===== src/rtl/mem_wb_stage_if.sv =====
// ---------------------------------------------------------------------------
// mem_wb_stage_if
// Data-memory request/acknowledge bus between the MEM/WB stage and the data
// memory.
//   req   : request held for the whole transaction      (master -> slave)
//   we    : 1 = store, 0 = load                         (master -> slave)
//   addr  : word address, stable while req=1            (master -> slave)
//   wdata : store data, stable while req=1              (master -> slave)
//   ack   : completion, only meaningful while req=1     (slave  -> master)
//   rdata : load data, valid in the cycle ack=1         (slave  -> master)
// ---------------------------------------------------------------------------
interface mem_wb_stage_if #(
    parameter int unsigned DATA_W = 16
);
    logic              req;
    logic              we;
    logic [DATA_W-1:0] addr;
    logic [DATA_W-1:0] wdata;
    logic              ack;
    logic [DATA_W-1:0] rdata;

    modport master (
        output req, we, addr, wdata,
        input  ack, rdata
    );

    modport slave (
        input  req, we, addr, wdata,
        output ack, rdata
    );
endinterface


===== src/rtl/mem_wb_stage.sv =====
// ---------------------------------------------------------------------------
// mem_wb_stage
// Consumer side of the stage-3 pipeline register of the 16-bit CPU. Each valid
// instruction either writes the ALU result straight back to the register file
// (bypass) or performs one data-memory load/store over the req/ack bus, with
// upstream stalled until the transaction completes or times out.
//
// Ports
//   clk, rst        : clock (rising edge), asynchronous active-low reset
//   valid_in        : stage-3 holds a valid instruction
//   mem_bypass_in   : 1 = no memory access, write back alu_result_in
//   mem_we_in       : 1 = store, 0 = load (ignored on bypass)
//   aux_in          : register-file write enable for this instruction
//   wa_in           : destination register address
//   alu_result_in   : ALU result / memory address
//   store_data_in   : store data
//   stall_out       : upstream must hold all *_in stable
//   dmem            : data-memory bus (master side)
//   rf_we/wa/wd     : register-file write port, rf_we is a one-cycle pulse
//   bus_err         : sticky memory-timeout flag
//   err_clr         : clears bus_err (a simultaneous new timeout wins)
// ---------------------------------------------------------------------------
module mem_wb_stage #(
    parameter int unsigned DATA_W         = 16,
    parameter int unsigned TIMEOUT_CYCLES = 255
) (
    input  logic              clk,
    input  logic              rst,
    input  logic              valid_in,
    input  logic              mem_bypass_in,
    input  logic              mem_we_in,
    input  logic              aux_in,
    input  logic [4:0]        wa_in,
    input  logic [DATA_W-1:0] alu_result_in,
    input  logic [DATA_W-1:0] store_data_in,
    output logic              stall_out,
    mem_wb_stage_if.master    dmem,
    output logic              rf_we,
    output logic [4:0]        rf_wa,
    output logic [DATA_W-1:0] rf_wd,
    output logic              bus_err,
    input  logic              err_clr
);

    localparam int unsigned CNT_W = $clog2(TIMEOUT_CYCLES + 1);
    // Last WAIT cycle allowed before the transaction is abandoned.
    localparam logic [CNT_W-1:0] CNT_LAST = CNT_W'(TIMEOUT_CYCLES - 1);

    typedef enum logic {
        ST_IDLE,
        ST_WAIT
    } state_e;

    state_e            state_q, state_d;
    logic [CNT_W-1:0]  cnt_q, cnt_d;
    logic              req_q, req_d;
    logic              we_q, we_d;
    logic [DATA_W-1:0] addr_q, addr_d;
    logic [DATA_W-1:0] wdata_q, wdata_d;
    logic              pend_we_q, pend_we_d;   // load will write the RF on ack
    logic              rf_we_q, rf_we_d;
    logic [4:0]        rf_wa_q, rf_wa_d;
    logic [DATA_W-1:0] rf_wd_q, rf_wd_d;
    logic              bus_err_q, bus_err_d;

    logic              ack_seen;

    // A stray ack while no request is outstanding (e.g. after reset) is ignored.
    assign ack_seen = dmem.ack & req_q;

    always_comb begin
        // NOTE: every next-state signal gets a default first so no path
        // through the case below can leave one unassigned and infer a latch.
        state_d   = state_q;
        cnt_d     = cnt_q;
        req_d     = req_q;
        we_d      = we_q;
        addr_d    = addr_q;
        wdata_d   = wdata_q;
        pend_we_d = pend_we_q;
        rf_we_d   = 1'b0;
        rf_wa_d   = rf_wa_q;
        rf_wd_d   = rf_wd_q;
        bus_err_d = bus_err_q & ~err_clr;

        unique case (state_q)
            ST_IDLE: begin
                if (valid_in) begin
                    if (mem_bypass_in) begin
                        rf_we_d = aux_in & (wa_in != 5'd0);
                        rf_wa_d = wa_in;
                        rf_wd_d = alu_result_in;
                    end else begin
                        state_d   = ST_WAIT;
                        cnt_d     = '0;
                        req_d     = 1'b1;
                        we_d      = mem_we_in;
                        addr_d    = alu_result_in;
                        wdata_d   = store_data_in;
                        rf_wa_d   = wa_in;
                        pend_we_d = aux_in & ~mem_we_in & (wa_in != 5'd0);
                    end
                end
            end

            ST_WAIT: begin
                // Ack is checked before the timeout so it wins a tie.
                if (ack_seen) begin
                    state_d = ST_IDLE;
                    req_d   = 1'b0;
                    we_d    = 1'b0;
                    if (!we_q) begin
                        rf_we_d = pend_we_q;
                        rf_wd_d = dmem.rdata;
                    end
                end else if (cnt_q == CNT_LAST) begin
                    state_d   = ST_IDLE;
                    req_d     = 1'b0;
                    we_d      = 1'b0;
                    bus_err_d = 1'b1;
                end else begin
                    cnt_d = cnt_q + CNT_W'(1);
                end
            end

            default: state_d = ST_IDLE;
        endcase
    end

    // NOTE: state registers use non-blocking assignments so every flop samples
    // the pre-edge values regardless of evaluation order.
    always_ff @(posedge clk or negedge rst) begin
        if (!rst) begin
            state_q   <= ST_IDLE;
            cnt_q     <= '0;
            req_q     <= 1'b0;
            we_q      <= 1'b0;
            addr_q    <= '0;
            wdata_q   <= '0;
            pend_we_q <= 1'b0;
            rf_we_q   <= 1'b0;
            rf_wa_q   <= '0;
            rf_wd_q   <= '0;
            bus_err_q <= 1'b0;
        end else begin
            state_q   <= state_d;
            cnt_q     <= cnt_d;
            req_q     <= req_d;
            we_q      <= we_d;
            addr_q    <= addr_d;
            wdata_q   <= wdata_d;
            pend_we_q <= pend_we_d;
            rf_we_q   <= rf_we_d;
            rf_wa_q   <= rf_wa_d;
            rf_wd_q   <= rf_wd_d;
            bus_err_q <= bus_err_d;
        end
    end

    assign stall_out  = (state_q == ST_WAIT);
    assign dmem.req   = req_q;
    assign dmem.we    = we_q;
    assign dmem.addr  = addr_q;
    assign dmem.wdata = wdata_q;
    assign rf_we      = rf_we_q;
    assign rf_wa      = rf_wa_q;
    assign rf_wd      = rf_wd_q;
    assign bus_err    = bus_err_q;

endmodule

===== src/flat_wrapper.sv =====
// flat-port wrapper written by rule: the top's interface ports become plain ports
module mem_wb_stage_flat 
#(
    parameter int unsigned DATA_W         = 16,
    parameter int unsigned TIMEOUT_CYCLES = 255
)
  (clk, rst, valid_in, mem_bypass_in, mem_we_in, aux_in, wa_in, alu_result_in, store_data_in, stall_out, rf_we, rf_wa, rf_wd, bus_err, err_clr, dmem_req, dmem_we, dmem_addr, dmem_wdata, dmem_ack, dmem_rdata);
  mem_wb_stage_if #(.DATA_W(DATA_W)) dmem_i ();
  input  logic clk;
  input  logic rst;
  input  logic valid_in;
  input  logic mem_bypass_in;
  input  logic mem_we_in;
  input  logic aux_in;
  input  logic [4:0] wa_in;
  input  logic [DATA_W-1:0] alu_result_in;
  input  logic [DATA_W-1:0] store_data_in;
  output logic stall_out;
  output logic rf_we;
  output logic [4:0] rf_wa;
  output logic [DATA_W-1:0] rf_wd;
  output logic bus_err;
  input  logic err_clr;
  output wire logic [$bits(dmem_i.req)-1:0] dmem_req;
  output wire logic [$bits(dmem_i.we)-1:0] dmem_we;
  output wire logic [$bits(dmem_i.addr)-1:0] dmem_addr;
  output wire logic [$bits(dmem_i.wdata)-1:0] dmem_wdata;
  input wire logic [$bits(dmem_i.ack)-1:0] dmem_ack;
  input wire logic [$bits(dmem_i.rdata)-1:0] dmem_rdata;
  assign dmem_req = dmem_i.req;
  assign dmem_we = dmem_i.we;
  assign dmem_addr = dmem_i.addr;
  assign dmem_wdata = dmem_i.wdata;
  assign dmem_i.ack = dmem_ack;
  assign dmem_i.rdata = dmem_rdata;
  mem_wb_stage #(.DATA_W(DATA_W), .TIMEOUT_CYCLES(TIMEOUT_CYCLES)) u_core (.clk(clk), .rst(rst), .valid_in(valid_in), .mem_bypass_in(mem_bypass_in), .mem_we_in(mem_we_in), .aux_in(aux_in), .wa_in(wa_in), .alu_result_in(alu_result_in), .store_data_in(store_data_in), .stall_out(stall_out), .dmem(dmem_i), .rf_we(rf_we), .rf_wa(rf_wa), .rf_wd(rf_wd), .bus_err(bus_err), .err_clr(err_clr));
endmodule

===== config.mk =====
export PLATFORM = sky130hd
export DESIGN_NAME = mem_wb_stage_flat
export DESIGN_NICKNAME = d
export VERILOG_FILES = /design/src/rtl/mem_wb_stage_if.sv /design/src/rtl/mem_wb_stage.sv /design/src/flat_wrapper.sv
export SDC_FILE = /design/constraint.sdc
export NUM_CORES = 1
export LEC_CHECK = 0
export CORE_MARGIN = 2
export CORE_UTILIZATION = 38
export CTS_CLUSTER_SIZE = 20
export DETAILED_ROUTE_END_ITERATION = 8
export GPL_ROUTABILITY_DRIVEN = 0
export PLACE_DENSITY = 0.84
export SYNTH_ARGS = -nofsm -noshare
export SYNTH_HDL_FRONTEND = slang
export SYNTH_SLANG_ARGS = --single-unit

===== constraint.sdc =====
create_clock -name clk -period 1.6 [get_ports clk]
set_clock_uncertainty 0.05 [all_clocks]
set_input_delay 0.48 -clock clk [delete_from_list [all_inputs] [get_ports clk]]
set_output_delay 0.48 -clock clk [all_outputs]
set_load 0.05 [all_outputs]

==> results.sh, run 1 <==
export IMPL_fillers=532
export IMPL_power_mw=12.37
export IMPL_htree_levels=3
export IMPL_netlist_cell_type_count=34
export IMPL_finalSetupTns_ns=-0.01232
export IMPL_violations="negative setup slack"
export IMPL_cts_reportedPaths_clkPinSlew_ns=0.07
export IMPL_synth_edf_count=0
export IMPL_cts_hold_buf=0
export IMPL_area_growth_synth_to_final_pct=80.98
export IMPL_drt_initial_drc_count=77
export IMPL_worst_slack_ns=-0.01232
export IMPL_synth_top_area_share_pct=58.85
export IMPL_die_w_um=90.59
export IMPL_grt_pass1_vias=2848
export IMPL_cts_root_buffer="clkbuf_8"
export IMPL_yosysSeqAreaShare_pct=58.85
export IMPL_routedWlPerCell_um=15.27
export IMPL_grtUsageTotal_pct=20.98
export IMPL_pre_cts_slack_ns=-0.4238
export IMPL_pin_count=119
export IMPL_dieArea_um2=8206
export IMPL_min_period_ns=1.612
export IMPL_wl_um=8215
export IMPL_rsz0062_at_grt="true"
export IMPL_start_kind="register"
export IMPL_maxCapViolCount=0
export IMPL_ant_nets=0
export IMPL_avgSynthCellArea_um2=9.790
export IMPL_cts_buffers=9
export IMPL_io_buffer_count=118
export IMPL_period_share_pct=100.8
export IMPL_ir_worst_vdd_uv=1382
export IMPL_crit_type="register to register"
export IMPL_synth_common_cells="100 x nand2_1, 67 x dfrtp_1, 20 x nor2_1"
export IMPL_place_area_um2=4882
export IMPL_final_layout_size_suffix_gt1_share_pct=27.11
export IMPL_slew_violations=0
export IMPL_r2r_slack_ns=-0.01
export IMPL_cp_max_fo=6
export IMPL_tightest_slew_ns=0.3640
export IMPL_firstDrtPassIters=4
export IMPL_cts_sinks=67
export IMPL_n_antenna_cell=0
export IMPL_num_vias=2627
export IMPL_synth_ff_type="dfrtp_1"
export IMPL_utilization_pct=71.09
export IMPL_yosysMostFrequentCell="nand2_1"
export IMPL_synth_area_top_cells="dfrtp_1 59%, nand2_1 13%, mux2i_1 6.0%, a21oi_1 3.2%, nor2_1 2.6%"
export IMPL_worst_setup_path_end_kind="register"
export IMPL_status="complete, but fails checks"
export IMPL_stdcell_area_um2=5156
export IMPL_row_count=31
export IMPL_routed_via_density=4.883
export IMPL_ys_ff_latch=67
export IMPL_fin_nets=497
export IMPL_drc=0
export IMPL_core_um2=7253
export IMPL_cp_arrival_ns=1.78
export IMPL_overflow=0
export IMPL_synth_area_um2=2849
export IMPL_required_ns=1.77
export IMPL_yosys_warnings=0
export IMPL_max_freq_mhz=620.2
export IMPL_grt_pass1_wl_um=13770
export IMPL_setup_viol=1
export IMPL_syn_nets=354
export IMPL_power_leakage_nw=2.438
export IMPL_clock_latency_ns=0.33
export IMPL_cts_tree="done"
export IMPL_antenna_found_initial=0
export IMPL_yosys_area_top_type="dfrtp_1"
export IMPL_synth_cells=291
export IMPL_chipHeight_um=90.59
export IMPL_min_delay_path_class="input pin to async pin"
export IMPL_start_util_pct=39.28
export IMPL_p_per_area_nw_per_um2=2399
export IMPL_place_hpwl_um=6072
export IMPL_hold_violations=0
export IMPL_grt_max_degree=68
export IMPL_ys_async_sr_fraction_pct=100.0
export IMPL_cts_path_max_buffers=2
export IMPL_max_slew_margin_pct=75.74
-- worst max-delay path, cell delays in order (launching register included) --
cell and delay (ns):
dfrtp_1 0.38, inv_1 0.07, ha_2 0.21, nand3_4 0.09, o21ba_4 0.25, buf_4 0.14
a221o_1 0.31
-- cell families (layout without fill, tap and decap cells) --
| family | Yosys count | count (layout) | share of synthesized area [%] |
|---|---|---|---|
| buf+inv | 19 | 167 | 3.161 |
| mux | 22 | 22 | 7.949 |
| simple gates | 144 | 144 | 21.04 |
| flops | 67 | 67 | 58.85 |
| fa+ha+maj | 2 | 2 | 0.8782 |
| compound gates | 37 | 37 | 8.125 |
-- report_power, final --
group	internal (mW)	switching [mW]	total, mW
logic	3.75	4.00	7.75
clock network	0.716	0.625	1.34
registers	2.46	0.819	3.28
-- timing repair --
| item | in CTS | in global routing |
|---|---|---|
| gates resized for setup | 11 | 5 |
| pin swaps | 4 | 3 |
| endpoints found under the setup margin | 13 | 40 |
| setup buffers | 3 | 1 |
-- flip-flops by register name, summed over array words and instances, names as in the netlist, 5 cells and up --
signal / cells
u_core.dmem.wdata: 16
u_core.rf_wd: 16
u_core.cnt_q: 8
u_core.dmem.addr: 16
u_core.rf_wa: 5
-- metrics by stage --
step	hold WS, ns	std cells
final	0.09733	538
after global placement	0.4138	518
after global routing	0.1283	538
after CTS	0.1196	537
after detailed placement	0.4170	518
after floorplan	0.1344	291
-- final timing paths --
check                                  from                   end  cells after the start
setup reg to reg            u_core.cnt_q[0]       u_core.cnt_q[5]                      6
hold reg to reg            u_core.pend_we_q      u_core.pend_we_q                      2
hold / removal                          rst  u_core.dmem.wdata[0]                      2
min in group clk           u_core.pend_we_q      u_core.pend_we_q                      2
max in group asynchronous               rst      u_core.stall_out                      2
setup / recovery            u_core.cnt_q[0]       u_core.cnt_q[5]                      6
-- placed cells by master, fill, tap and decap left out, types with 2 or more instances in the layout --
cell type        instances
nor2b_1                  2
clkbuf_1                 2
nand2b_1                 3
inv_1                    4
buf_4                   20
nor2_4                   2
a221o_1                  3
o21ai_0                  3
mux2_2                   5
clkinv_2                 3
buf_12                  60
nand2_1                100
buf_6                    6
mux2i_1                 17
a21oi_1                 17
dfrtp_1                 65
o32ai_1                  2
nor2_1                  20
and3_1                   3
clkdlybuf4s50_1         57
o21ai_1                  3
nand3_1                  4
a211o_1                  2
clkbuf_8                 9
dfrtp_2                  2
nor3_1                   4
-- final cells by class --
cell class / instances / area, um^2 / share of cell area (%)
Timing Repair Buffer: 146 / 2016 / 39.09
Clock inverter: 5 / 53.80 / 1.043
Multi-Input combinational cell: 205 / 1134 / 21.98
Sequential cell: 67 / 1679 / 32.56
Tap cell: 99 / 123.9 / 2.402
Inverter: 5 / 18.77 / 0.3640
Clock buffer: 11 / 131.4 / 2.548
-- per-layer routing --
layer / GRT usage (%) / vias to the layer above / part of all wire [%] / wire (um)
li1: - / 1249 / - / -
met1: 25.36 / 1262 / 39 / 3237
met2: 34.89 / 99 / 50 / 4143
met3: 7.012 / 17 / 7.9 / 652
met4: 7.692 / 0 / 2.2 / 181
met5: 0 / - / 0 / 0
Note: power is estimated with default switching activity, not from simulation.
==> run 2, diff against run 1 <==
CELL_PAD_IN_SITES_DETAIL_PLACEMENT = 1   (was not set)
CELL_PAD_IN_SITES_GLOBAL_PLACEMENT = 1   (was not set)
CORE_UTILIZATION = 28   (was 38)
PLACE_DENSITY = 0.85   (was 0.84)
==> run 2 against run 1 <==
Effect of this change:
- the flow still finishes with violations (negative setup slack)
- first-iteration DRC count fell by 21%
- count of clock-buffer cells in the layout up 3
- critical path depth fell by 1
- flip-flop and latch count did not move
- total power increased by 5.0%
- sequential power is 2% higher
- fmax is 0.36% higher
- design area is 5.0% higher
- wire length rose by 26%
- utilization is 16 points lower
- cell count increased by 7.6%
- critical path type unchanged
==> results.sh, run 2 (synthesized netlist as in run 1, its figures left out) <==
export IMPL_slew_violations=0
export IMPL_io_buffer_count=118
export IMPL_ir_worst_vdd_uv=1055
export IMPL_utilization_pct=55.14
export IMPL_routed_via_density=4.737
export IMPL_r2r_end="u_core.cnt_q[5]"
export IMPL_final_common_cell="nand2_1"
export IMPL_htree_levels=3
export IMPL_grt_pass1_vias=3040
export IMPL_row_count=36
export IMPL_min_delay_path_class="input pin to async pin"
export IMPL_start_kind="register"
export IMPL_max_freq_mhz=622.4
export IMPL_die_w_um=104.9
export IMPL_n_antenna_cell=0
export IMPL_power_leakage_nw=2.513
export IMPL_final_layout_size_suffix_gt1_share_pct=32.29
export IMPL_r2r_slack_ns=-0.007
export IMPL_cp_cell_sequence="buf_6, a21bo_4, o21ba_4, nor2_4, a221o_1"
export IMPL_power_mw=12.99
export IMPL_routedWlPerCell_um=17.91
export IMPL_cp_arrival_ns=1.78
export IMPL_worstSetupStartpoint="u_core.stall_out"
export IMPL_ant_nets=0
export IMPL_finalSetupTns_ns=-0.01322
export IMPL_max_slew_margin_pct=74.89
export IMPL_fin_nets=505
export IMPL_cts_hold_buf=0
export IMPL_setup_viol=3
export IMPL_slowest_stage="dfrtp_2"
export IMPL_core_um2=9819
export IMPL_r2r_start="u_core.stall_out"
export IMPL_violations="negative setup slack"
export IMPL_wl_um=10370
export IMPL_required_ns=1.77
export IMPL_drt_initial_drc_count=61
export IMPL_hold_slack_ns=0.1019
export IMPL_worst_setup_path_end_kind="register"
export IMPL_place_hpwl_um=7443
export IMPL_grt_max_degree=68
export IMPL_layout_common_cells="100 x nand2_1, 65 x dfrtp_1, 61 x buf_12"
export IMPL_p_per_area_nw_per_um2=2400
export IMPL_cts_root_buffer="clkbuf_8"
export IMPL_worst_slack_ns=-0.006579
export IMPL_period_share_pct=100.4
export IMPL_grt_pass1_wl_um=15950
export IMPL_chipHeight_um=104.9
export IMPL_crit_family="compound AO/OA/AOI/OAI gates"
export IMPL_grtUsageTotal_pct=18.62
export IMPL_status="complete, but fails checks"
export IMPL_pin_count=119
export IMPL_maxCapViolCount=0
export IMPL_start_util_pct=29.01
export IMPL_cts_tree="done"
export IMPL_antenna_found_initial=0
export IMPL_crit_type="register to register"
export IMPL_fillers=1062
export IMPL_reg2reg_depth=5
export IMPL_clock_latency_ns=0.33
export IMPL_area_growth_synth_to_final_pct=90.03
export IMPL_drc=0
export IMPL_cts_buffers=9
export IMPL_min_period_ns=1.607
export IMPL_cts_reportedPaths_clkPinSlew_ns=0.08
export IMPL_cts_path_max_buffers=2
export IMPL_dieArea_um2=11000
export IMPL_worst_path_buf_inv=1
export IMPL_hold_violations=0
export IMPL_num_vias=2743
export IMPL_overflow=0
export IMPL_cts_sinks=67
export IMPL_cp_max_fo=6
export IMPL_rsz0062_at_grt="true"
export IMPL_seq_area_um2=1679
export IMPL_multi_input_area_um2=1222
export IMPL_max_stage_delay_ns=0.43
export IMPL_tightest_slew_ns=0.3767
export IMPL_firstDrtPassIters=4
==> run 2: changes by cell type in the layout (fill, tap and decap cells not counted), moves of 5 or more <==
cell	change
buf_4	+5
clkbuf_8	+5
a21oi_2	+6
nor2_2	+5
a21oi_1	-7
nor2_1	-5
==> run 2: power breakdown <==
group	leakage [nW]	total, mW	internal [mW]	switching [mW]
logic	1.59	8.25	3.99	4.26
registers	0.814	3.34	2.46	0.881
clock network	0.105	1.40	0.765	0.633
==> run 2: what timing repair did <==
action | CTS | global route
buffers inserted | 6 | 4
endpoints found under the setup margin | 39 | 41
gates cloned | 0 | 2
pin swaps | 3 | 5
resized for setup | 14 | 27
==> run 2: through the flow <==
step | std cells | setup slack, ns | cell area (um^2)
2_1_floorplan | 291 | -0.05304 | 2868
3_3_place_gp | 552 | -0.3799 | 4925
3_5_place_dp | 552 | -0.4525 | 4925
4_1_cts | 573 | 0.0003787 | 5216
5_1_grt | 579 | -0.08877 | 5414
6_report | 579 | -0.006579 | 5414
==> run 2: cell type report <==
type | instances | area share, %
Clock buffer | 14 | 3.559
Clock inverter | 1 | 0.09244
Inverter | 5 | 0.3467
Multi-Input combinational cell | 205 | 22.58
Sequential cell | 67 | 31.01
Tap cell | 133 | 3.074
Timing Repair Buffer | 154 | 39.33
==> run 2: worst reg2reg max path, stage by stage, from the launching register on <==
cell and delay [ns]:
dfrtp_2 0.43, buf_6 0.12, a21bo_4 0.23, o21ba_4 0.28
nor2_4 0.07, a221o_1 0.32
==> run 2: metal layers <==
| metal | global-route usage [%] | wire length (um) | up-vias | share of wire [%] |
|---|---|---|---|---|
| met1 | 21.09 | 4009 | 1357 | 39 |
| met5 | 0 | 0 | - | 0 |
| met4 | 5.429 | 171 | 0 | 1.6 |
| met2 | 33.67 | 5561 | 107 | 54 |
| li1 | - | - | 1263 | - |
| met3 | 5.552 | 630 | 16 | 6.1 |
==> run 2: worst max path at each step <==
stage / to / slack (ns) / cells past startpoint
2_1_floorplan: u_core.cnt_q[2] / -0.05 / 5
3_3_place_gp: u_core.cnt_q[7] / -0.38 / 5
3_5_place_dp: u_core.dmem.wdata[6] / -0.45 / 6
4_1_cts: stall_out / 0.0004 / 2
5_1_grt: u_core.cnt_q[4] / -0.09 / 7
6_report: u_core.cnt_q[5] / -0.007 / 5
==> run 3, diff against run 2 <==
TNS_END_PERCENT = 1   (was not set)
==> run 3 against run 2 <==
Effect of this change:
- the run now ends clean
- critical path depth shrank 3
- cell count decreased by 0.35%
- utilization is 0.54 points lower
- design area decreased by 0.97%
- sequential share of layout area increased by 0.30 points
- critical path type is now register to output pin
- largest power group unchanged
==> results.sh, run 3 (synthesized netlist as in run 1, its figures left out) <==
export IMPL_worst_slack_ns=0.003920
export IMPL_hold_violations=0
export IMPL_met1_usage_pct=22.30
export IMPL_min_delay_path_class="input pin to async pin"
export IMPL_core_um2=9819
export IMPL_min_period_ns=1.596
export IMPL_htree_levels=3
export IMPL_pre_cts_slack_ns=-0.4152
export IMPL_clock_latency_ns=0.34
export IMPL_period_share_pct=99.76
export IMPL_power_switching_mw=5.745
export IMPL_drt_initial_drc_count=46
export IMPL_sequentialPowerShare_pct=25.6
export IMPL_status="completed"
export IMPL_final_common_cell="nand2_1"
export IMPL_grt_pass1_wl_um=16170
export IMPL_tightest_slew_ns=0.3814
export IMPL_cts_path_max_buffers=2
export IMPL_worst_path_buf_inv=2
export IMPL_p_per_area_nw_per_um2=2414
export IMPL_p_clk_share_pct=12.1
export IMPL_power_mw=12.94
export IMPL_comb_power_share_pct=62.3
export IMPL_place_hpwl_um=7478
export IMPL_crit_family="flip-flops"
export IMPL_firstDrtPassIters=4
export IMPL_wl_um=10250
export IMPL_crit_type="register to output pin"
export IMPL_slowest_stage="dfrtp_2"
export IMPL_grt_use_met2_pct=33.16
export IMPL_cts_tree="done"
export IMPL_start_util_pct=29.01
export IMPL_routedWlPerCell_um=17.76
export IMPL_dieArea_um2=11000
export IMPL_area_growth_synth_to_final_pct=88.19
export IMPL_met3_usage_pct=6.363
export IMPL_cts_buffers=9
export IMPL_cp_arrival_ns=1.07
export IMPL_p_sw_share_pct=44.39
export IMPL_n_antenna_cell=0
export IMPL_num_vias=2711
export IMPL_grt_busiest_layer="met2"
export IMPL_routed_via_density=4.698
export IMPL_final_layout_size_suffix_gt1_share_pct=30.63
export IMPL_cts_sinks=67
export IMPL_worst_setup_path_end_kind="output pin"
export IMPL_ir_worst_vdd_uv=1164
export IMPL_cts_root_buffer="clkbuf_8"
export IMPL_max_stage_delay_ns=0.46
export IMPL_drc=0
export IMPL_antenna_found_initial=0
export IMPL_layout_common_cells="100 x nand2_1, 65 x dfrtp_1, 61 x buf_12"
export IMPL_grt_max_degree=68
export IMPL_start_kind="register"
export IMPL_cts_reportedPaths_clkPinSlew_ns=0.08
export IMPL_max_freq_mhz=626.5
export IMPL_max_slew_margin_pct=74.57
export IMPL_cts_hold_buf=0
export IMPL_ant_nets=0
export IMPL_cp_max_fo=6
export IMPL_rsz0062_at_grt="true"
export IMPL_chipHeight_um=104.9
export IMPL_grt_pass1_vias=2983
export IMPL_finalSetupTns_ns=0
export IMPL_fin_nets=502
export IMPL_pin_count=119
export IMPL_setup_viol=0
export IMPL_slew_violations=0
export IMPL_p_int_mw=7.198
export IMPL_power_leakage_nw=2.492
export IMPL_io_buffer_count=118
export IMPL_fillers=1055
export IMPL_required_ns=1.07
export IMPL_overflow=0
export IMPL_seq_area_um2=1679
export IMPL_row_count=36
export IMPL_maxCapViolCount=0
export IMPL_multi_input_area_um2=1180
export IMPL_grtUsageTotal_pct=19.14
export IMPL_die_w_um=104.9
export IMPL_cp_cell_sequence="buf_6, buf_12"
-- run 3: final timing paths --
check | startpoint | endpoint | slack [ns] | depth (start not counted)
hold reg to reg | u_core.pend_we_q | u_core.pend_we_q | 0.47 | 2
setup reg to reg | u_core.cnt_q[0] | u_core.cnt_q[2] | 0.02 | 6
max in group asynchronous | rst | u_core.stall_out | 1.06 | 2
min in group clk | u_core.pend_we_q | u_core.pend_we_q | 0.47 | 2
hold / removal | rst | u_core.dmem.wdata[3] | 0.09 | 2
setup / recovery | u_core.stall_out | stall_out | 0.004 | 2
-- run 3: area by class of cell --
class,instances,area share [%]
Clock buffer,12,3.081
Sequential cell,67,31.32
Tap cell,133,3.104
Multi-Input combinational cell,205,22.01
Clock inverter,4,1.027
Inverter,5,0.3501
Timing Repair Buffer,151,39.11
-- run 3: through the flow --
stage | utilization, % | hold WS (ns) | cell area, um^2 | cells
final | 54.60 | 0.09436 | 5361 | 577
after global routing | 54.60 | 0.1181 | 5361 | 577
after CTS | 53.10 | 0.09612 | 5214 | 573
after global placement | 50.51 | 0.4228 | 4960 | 555
after detailed placement | 50.51 | 0.4630 | 4960 | 555
after floorplan | - | 0.1344 | 2868 | 291
-- run 3: routing by layer --
layer,wire (um),vias up
li1,-,1260
met1,4139,1344
met2,5284,91
met3,606,16
met4,214,0
met5,0,-
-- run 3: power by group through the flow --
stage               sequential (mW)  clock, mW  combinational, mW
floorplan                      5.38          0               1.36
global placement               3.28          0               7.55
detailed placement             3.35          0               7.77
CTS                            3.32       1.61               7.86
global route                   3.41       1.70               8.44
finish                         3.32       1.56               8.06
-- run 3: repair_timing --
| action | CTS | global route |
|---|---|---|
| setup endpoints to repair | 20 | 39 |
| gates resized for setup | 5 | 20 |
| buffers inserted | 2 | 2 |
| cloned | 0 | 2 |
| pin swaps | 0 | 3 |
